===== src/rtl/instr_fetch_issue_if.sv =====
// instr_fetch_issue_if: memory fetch bus plus decoder-side issue signals
interface instr_fetch_issue_if #(
  parameter int ADDR_W = 16
);
  logic en;
  logic imem_req;
  logic [ADDR_W-1:0] imem_addr;
  logic imem_ack;
  logic [31:0] imem_rdata;
  logic [4:0] op;
  logic [31:0] instr;
  logic instr_valid;
  logic stall;
  logic branch;
  logic alu_zero;
  logic [ADDR_W-1:0] pc;
  modport master (
    input en, imem_ack, imem_rdata, stall, branch, alu_zero,
    output imem_req, imem_addr, op, instr, instr_valid, pc
  );
  modport slave (
    output en, imem_ack, imem_rdata, stall, branch, alu_zero,
    input imem_req, imem_addr, op, instr, instr_valid, pc
  );
endinterface


===== src/rtl/instr_fetch_issue.sv =====
// instr_fetch_issue: fetches one instruction at a time over req/ack and issues it to the decoder
module instr_fetch_issue #(
  parameter int ADDR_W = 16,
  parameter logic [ADDR_W-1:0] RESET_PC = '0
) (
  input logic clk,
  input logic rst_n,
  instr_fetch_issue_if.master bus
);
  typedef enum logic [1:0] {IDLE, REQ, ISSUE} state_t;
  state_t state;
  logic [ADDR_W-1:0] pc;
  logic [ADDR_W-1:0] pc_inc;
  logic [ADDR_W-1:0] offset;
  logic [ADDR_W-1:0] next_pc;
  logic [31:0] instr;
  logic [4:0] op;
  logic req;
  logic valid;
  assign offset = ADDR_W'({{14{instr[15]}}, instr[15:0], 2'b00});
  assign pc_inc = pc + ADDR_W'(4);
  assign next_pc = (bus.branch & bus.alu_zero) ? pc_inc + offset : pc_inc;
  always_ff @(posedge clk or negedge rst_n)
    if (!rst_n) begin
      state <= IDLE;
      pc <= RESET_PC;
      instr <= '0;
      op <= '0;
      req <= 1'b0;
      valid <= 1'b0;
    end else
      case (state)
        IDLE:
          if (bus.en) begin
            state <= REQ;
            req <= 1'b1;
          end
        REQ:
          if (bus.imem_ack) begin
            instr <= bus.imem_rdata;
            op <= bus.imem_rdata[31:27];
            req <= 1'b0;
            valid <= 1'b1;
            state <= ISSUE;
          end
        ISSUE:
          if (!bus.stall) begin
            pc <= next_pc;
            valid <= 1'b0;
            req <= bus.en;
            state <= bus.en ? REQ : IDLE;
          end
        default: state <= IDLE;
      endcase
  assign bus.imem_req = req;
  assign bus.imem_addr = pc;
  assign bus.instr = instr;
  assign bus.op = op;
  assign bus.instr_valid = valid;
  assign bus.pc = pc;
endmodule

===== src/flat_wrapper.sv =====
// flat-port wrapper written by rule: the top's interface ports become plain ports
module instr_fetch_issue_flat 
#(
  parameter int ADDR_W = 16,
  parameter logic [ADDR_W-1:0] RESET_PC = '0
)
  (clk, rst_n, bus_en, bus_imem_ack, bus_imem_rdata, bus_stall, bus_branch, bus_alu_zero, bus_imem_req, bus_imem_addr, bus_op, bus_instr, bus_instr_valid, bus_pc);
  instr_fetch_issue_if #(.ADDR_W(ADDR_W)) bus_i ();
  input logic clk;
  input logic rst_n;
  input wire logic [$bits(bus_i.en)-1:0] bus_en;
  input wire logic [$bits(bus_i.imem_ack)-1:0] bus_imem_ack;
  input wire logic [$bits(bus_i.imem_rdata)-1:0] bus_imem_rdata;
  input wire logic [$bits(bus_i.stall)-1:0] bus_stall;
  input wire logic [$bits(bus_i.branch)-1:0] bus_branch;
  input wire logic [$bits(bus_i.alu_zero)-1:0] bus_alu_zero;
  output wire logic [$bits(bus_i.imem_req)-1:0] bus_imem_req;
  output wire logic [$bits(bus_i.imem_addr)-1:0] bus_imem_addr;
  output wire logic [$bits(bus_i.op)-1:0] bus_op;
  output wire logic [$bits(bus_i.instr)-1:0] bus_instr;
  output wire logic [$bits(bus_i.instr_valid)-1:0] bus_instr_valid;
  output wire logic [$bits(bus_i.pc)-1:0] bus_pc;
  assign bus_i.en = bus_en;
  assign bus_i.imem_ack = bus_imem_ack;
  assign bus_i.imem_rdata = bus_imem_rdata;
  assign bus_i.stall = bus_stall;
  assign bus_i.branch = bus_branch;
  assign bus_i.alu_zero = bus_alu_zero;
  assign bus_imem_req = bus_i.imem_req;
  assign bus_imem_addr = bus_i.imem_addr;
  assign bus_op = bus_i.op;
  assign bus_instr = bus_i.instr;
  assign bus_instr_valid = bus_i.instr_valid;
  assign bus_pc = bus_i.pc;
  instr_fetch_issue #(.ADDR_W(ADDR_W), .RESET_PC(RESET_PC)) u_core (.clk(clk), .rst_n(rst_n), .bus(bus_i));
endmodule

===== config.mk =====
export PLATFORM = sky130hd
export DESIGN_NAME = instr_fetch_issue_flat
export DESIGN_NICKNAME = d
export VERILOG_FILES = /design/src/rtl/instr_fetch_issue_if.sv /design/src/rtl/instr_fetch_issue.sv /design/src/flat_wrapper.sv
export SDC_FILE = /design/constraint.sdc
export NUM_CORES = 1
export LEC_CHECK = 0
export CORE_AREA = 2 2 90 92
export CTS_BUF_LIST = sky130_fd_sc_hd__clkbuf_16
export CTS_CLUSTER_DIAMETER = 200
export DETAILED_ROUTE_END_ITERATION = 10
export DIE_AREA = 0 0 92 94
export PLACE_DENSITY = 0.76
export SYNTH_ARGS = -nofsm -noshare
export SYNTH_HDL_FRONTEND = slang
export SYNTH_SLANG_ARGS = --single-unit

===== constraint.sdc =====
create_clock -name clk -period 2.96 [get_ports clk]
set_clock_uncertainty 0.2 [all_clocks]
set_input_delay 0.296 -clock clk [delete_from_list [all_inputs] [get_ports clk]]
set_output_delay 0.296 -clock clk [all_outputs]
set_load 0.1 [all_outputs]

==> out/qor.yml <==
setup_path:
  cp_max_fo: 7
  worst_ep_required_time_ns: 2.92
  r2r_end: "u_core.bus.imem_addr[14]"
  timing.rr.start: "u_core.bus.imem_addr[2]"
  critPathKind: "reg2reg"
  arrival_ns: 2.84
  end_kind: "flip-flop"
  startpoint_type: "flip-flop"
  ff2ff_path_depth: 9
  reg2reg_slack_ns: 0.08
synthesis:
  async_flop_share_pct: 100
  ys_ff_latch: 50
  syn_inst: 307
  ys_warn_count: 0
  syn_area_per_cell_sq_um: 10.0
  yosysSeqAreaShare_pct: 40.6
  synthFlopType: "dfrtp_1"
  syn_area_sq_um: 3080
  synth.distinct_cells: 47
  synth_edf_count: 0
place:
  place_congestion: 0.909
  dpl.hpwl_um: 5860
  portBuffers: 105
finish:
  area_growth_pct: 45.0
  finalNetCount: 474
  n_antenna_cell: 0
  drive_gt1_share_pct: 42.8
grt:
  antenna_found_initial: 0
  grtUsageTotal_pct: 18.0
  grt_pass1_vias: 2618
  grt_pass1_wl_um: 12500
  grt_remaining_overflow: 0
  grt_max_degree: 30
sta:
  setup_viol_count_final: 0
  period_share_pct: 97.3
  min_period_ns: 2.88
  tns_ns: 0
  finalHoldViolCount: 0
  fin_hold_ws_ns: 0.290
  tightest_slew_ns: 0.523
  clock.fmax_mhz: 347
  slew_violations: 0
  relSlewSlack_pct: 65.1
cts:
  cts_buffers: 5
  htreeDepth: 2
  worstSkewPairLatency_ns: 0.29
  clock_tree.root_cell: "clkbuf_16"
  cts_tree: "built"
  clockBufferDepth: 2
  cts.sinks: 50
  clk_pin_slew_ns: 0.07
die:
  num_rows: 32
  start_util_pct: 40.5
  num_io_pins: 110
  die_w_um: 92
  die_h_um: 94
  core_sq_um: 7610
  dieArea_sq_um: 8650
worst_hold_path:
  hold_end: "u_core.bus.instr_valid"
  min_path_cells: 2
  holdCritStartpoint: "u_core.bus.instr_valid"
  holdCritPathClass: "reg2reg"
flow_run:
  cap_viol_max_count: 0
detailed_routing:
  wl_per_cell_um: 15.3
  drt.antenna.violating_nets: 0
  vias: 2665
  drcViolationCount: 0
  wirelength_um: 7910
  route.detailed.vias_per_inst: 5.14
  first_pass_iters: 4
  drt-initial-drc-count: 144
run_status:
  status: "finished, final reports clean"
[layout by cell type, fill, tap and decap left out, types with 9 or more instances in the layout]
cell,synthesis,layout
nand2_1,30,29
mux2_2,32,32
a21oi_1,23,20
nor2_1,19,17
o21ai_0,12,10
dfrtp_4,0,10
buf_4,23,92
clkdlybuf4s50_1,0,37
dfrtp_1,50,37
ha_1,19,13
xnor2_1,15,9
nand3_1,13,12
[area by class of cell]
cell class                      count  area, sq um
Fill cell                         647         3130
Multi-Input combinational cell    223         1790
Sequential cell                    50         1290
Timing Repair Buffer              131         1080
Tap cell                          102          128
Clock buffer                        5          125
Clock inverter                      3         47.5
Inverter                            4         15.0
[flip-flops by register name, indices dropped and copies added (netlist names)]
signal                  flops
u_core.bus.imem_addr       14
u_core.bus.imem_req         1
u_core.bus.instr           27
u_core.bus.instr_valid      1
u_core.bus.op               5
u_core.state                2
[stage by stage]
step	area [sq um]	util, %	cells	worst slack, ns
floorplan	3150	-	310	-0.0543
detailed placement	4050	53.2	499	-0.00650
global route	4470	58.8	518	-0.0674
CTS	4240	55.8	509	0.00565
global placement	4050	53.2	499	0.0442
finish	4470	58.8	518	0.0787
[how the worst max path moves through the flow]
stage | from | slack [ns] | depth (start not counted) | to
finish | u_core.bus.imem_addr[2] | 0.08 | 9 | u_core.bus.imem_addr[14]
global route | u_core.bus.imem_addr[3] | -0.07 | 11 | u_core.bus.imem_addr[14]
CTS | u_core.bus.imem_addr[2] | 0.006 | 11 | u_core.bus.imem_addr[15]
detailed placement | u_core.bus.imem_addr[2] | -0.007 | 11 | u_core.bus.imem_addr[15]
global placement | u_core.bus.imem_addr[2] | 0.04 | 11 | u_core.bus.imem_addr[15]
floorplan | u_core.bus.imem_addr[4] | -0.05 | 12 | u_core.bus.imem_addr[15]
[per-layer routing]
layer	share of wire, %	global-route usage, %
met2	50	30.5
met3	5.8	3.61
met4	1.4	6.09
met5	0	0
met1	42	23.2
[cell families (layout without fill, tap and decap cells)]
logic type      Yosys count  count (layout)  share of synthesized area [%]
fa+ha+maj                20              20                           8.36
buf+inv                  37             143                           7.59
compound gates           62              62                           12.5
other cells               1               4                          0.122
mux                      32              32                           11.7
flops                    50              50                           40.6
simple gates             84              84                           13.2
xor+xnor                 21              21                           5.96
[worst max-delay path, cell delays in order (launching register included)]
cell      delay [ns]
dfrtp_4         0.53
ha_4            0.27
fa_1            0.43
a21oi_1         0.22
o211ai_1        0.18
a211oi_2        0.24
o21ai_2         0.09
o21ba_2         0.22
nor4_1          0.27
a311oi_1        0.09
[timing repair]
action                     4_1_cts  5_1_grt
buffers inserted                 1        9
setup endpoints to repair        1        7
hold buffers                     1        0
resized for setup                2       26
hold endpoints to repair        21        0
pin swaps                        2       17
gates cloned                     0        0
[cell usage after synthesis (2+ instances only)]
| library cell | count | area [sq um] |
|---|---|---|
| nand4_1 | 3 | 18.8 |
| nor2_1 | 19 | 71.3 |
| xor2_1 | 6 | 52.6 |
| and3_1 | 2 | 12.5 |
| buf_4 | 23 | 173 |
| mux2_2 | 32 | 360 |
| a211oi_1 | 2 | 15.0 |
| nand3_1 | 13 | 65.1 |
| xnor2_1 | 15 | 131 |
| nor2b_1 | 2 | 12.5 |
| and4_4 | 2 | 22.5 |
| o22ai_1 | 4 | 25.0 |
| ha_1 | 19 | 238 |
| o21ai_0 | 12 | 60.1 |
| and3_4 | 2 | 22.5 |
| clkbuf_1 | 8 | 30.0 |
| nor3_1 | 3 | 15.0 |
| o21ai_1 | 2 | 10.0 |
| inv_1 | 4 | 15.0 |
| dfrtp_1 | 50 | 1250 |
| a31oi_1 | 3 | 18.8 |
| and2_1 | 2 | 12.5 |
| o211ai_1 | 4 | 30.0 |
| a21oi_1 | 23 | 115 |
| nand2_1 | 30 | 113 |
Power is not shown: default switching activity piles up to over one toggle a cycle in this logic, so the estimate is an artifact.
==> patch (config.mk and constraints unchanged) <==
Encoding of `state_t`: now one-hot (3 bits for 3 states).
--- a/src/rtl/instr_fetch_issue.sv
+++ b/src/rtl/instr_fetch_issue.sv
@@ -7,7 +7,7 @@
   input logic rst_n,
   instr_fetch_issue_if.master bus
 );
-  typedef enum logic [1:0] {IDLE, REQ, ISSUE} state_t;
+  typedef enum logic [2:0] {IDLE = 3'b001, REQ = 3'b010, ISSUE = 3'b100} state_t;
   state_t state;
   logic [ADDR_W-1:0] pc;
   logic [ADDR_W-1:0] pc_inc;
Behaviour: no difference found for any inputs over 10 cycles, from zero or initial values and one cycle with rst_n low; not proved beyond that.
==> patch against the unedited design <==
The run now ends with negative setup slack left; synthesized area rose by 4.7%; critical path depth grew 3; die area unchanged; critical endpoint is now u_core.bus.imem_addr[15]; sequential cell count up 1; worst setup slack got worse by 0.14 ns; routed wire length increased by 9.0%; design area is 6.7% higher.
Power is left out: the tool's default activity adds up to more than one toggle a clock period on the data nets, which glitch-free logic cannot reach.
==> patch: results (changes against the unedited design) <==
met1_usage_pct: 24.0  # +0.75 points
dr_wl_met2_um: 4390  # +10%
final_cells: 552  # +6.6%
post-dp-hpwl_um: 6120  # +4.5%
drt-initial-drc-count: 197  # +37%
setup_viol: 1  # +1
final_nets: 508  # +7.2%
drive_gt1_share_pct: 44.2  # +1.4 points
worstMarginPinSlew_ns: 0.662  # +0.140 ns
setup_tns_ns: -0.0581  # -0.0581 ns
globalRouteTotalUtil_pct: 19.2  # +1.1 points
place_area_um2: 4290  # +6.0%
yosys.area_share.xor_xnor_pct: 5.70  # -0.27 points
wl_per_cell_um: 15.6  # +2.3%
synth.mux.area_fraction_pct: 11.7  # +0.056 points
grt_first_pass_wirelength_um: 13200  # +5.2%
pre_cts_ws_ns: -0.0798  # -0.0733 ns
grt_util_met3_pct: 4.33  # +0.72 points
routedLengthMet1_um: 3580  # +6.9%
post_synth_num_cell_types: 48  # +2.1%
synth-seq-area-share_pct: 39.6  # -1.0 points
critical_path.max_fanout: 6  # -1
grt_max_degree: 52  # +73%
critPathMaxStageDelay_ns: 0.42  # -0.11 ns
synth_compound_area_share_pct: 12.7  # +0.17 points
gp_routability_congestion: 0.878  # -3.4%
violations: "negative setup slack"
syn_inst: 327  # +6.5%
outcome: "finished, violations left"
h-tree-depth: 2  # unchanged
wl_met3_um: 521  # +13%
synthTopCellsByArea: "dfrtp_1 39%, mux2_2 11%, ha_1 7.4%, buf_4 5.3%, a21oi_1 3.6%"
avgViaCountPerCell: 5.28  # +2.5%
dp_cells: 530  # +6.2%
crit_arrival_ns: 3.00  # +0.16 ns
met2_usage_pct: 32.8  # +2.4 points
grt_pass1_vias: 2813  # +7.4%
finalWorstSetupSlack_ns: -0.0581  # -0.137 ns
path_delay_family: "simple AND/OR/NAND/NOR gates"
cp_slowest_cell: "dfrtp_4"
ys_top_cells_by_count: "50 x dfrtp_1, 31 x mux2_2, 27 x nand2_1, 23 x a21oi_1, 23 x buf_4"
synth-adder-area-share_pct: 7.98  # -0.38 points
patch: cell types whose count changed after synthesis, moves of 4 or more:
cell     before  now
buf_2         1    6
nand4_1       3    9
o21a_1        0    4
xnor2_1      15    8
xor2_1        6   13
patch: final timing paths:
path	from	end	slack [ns]	depth (start not counted)
worst max-delay path	u_core.bus.imem_addr[4]	u_core.bus.imem_addr[15]	-0.06	12
worst min-delay path	u_core.bus.instr_valid	u_core.bus.instr_valid	0.30	1
worst max register to register	u_core.bus.imem_addr[4]	u_core.bus.imem_addr[15]	-0.06	12
worst min register to register	u_core.bus.instr_valid	u_core.bus.instr_valid	0.30	1
max in group asynchronous	rst_n	u_core.bus.imem_addr[13]	1.62	3
min in group asynchronous	rst_n	u_core.bus.imem_addr[11]	0.43	3
patch: final cells by class:
type / instances / area, um2
fill: 606 / 2840
timing repair buffer: 149 / 1230
multi-input combinational: 238 / 1940
sequential: 51 / 1310
tap: 102 / 128
inverter: 4 / 15.0
clock buffer: 5 / 125
clock inverter: 3 / 26.3
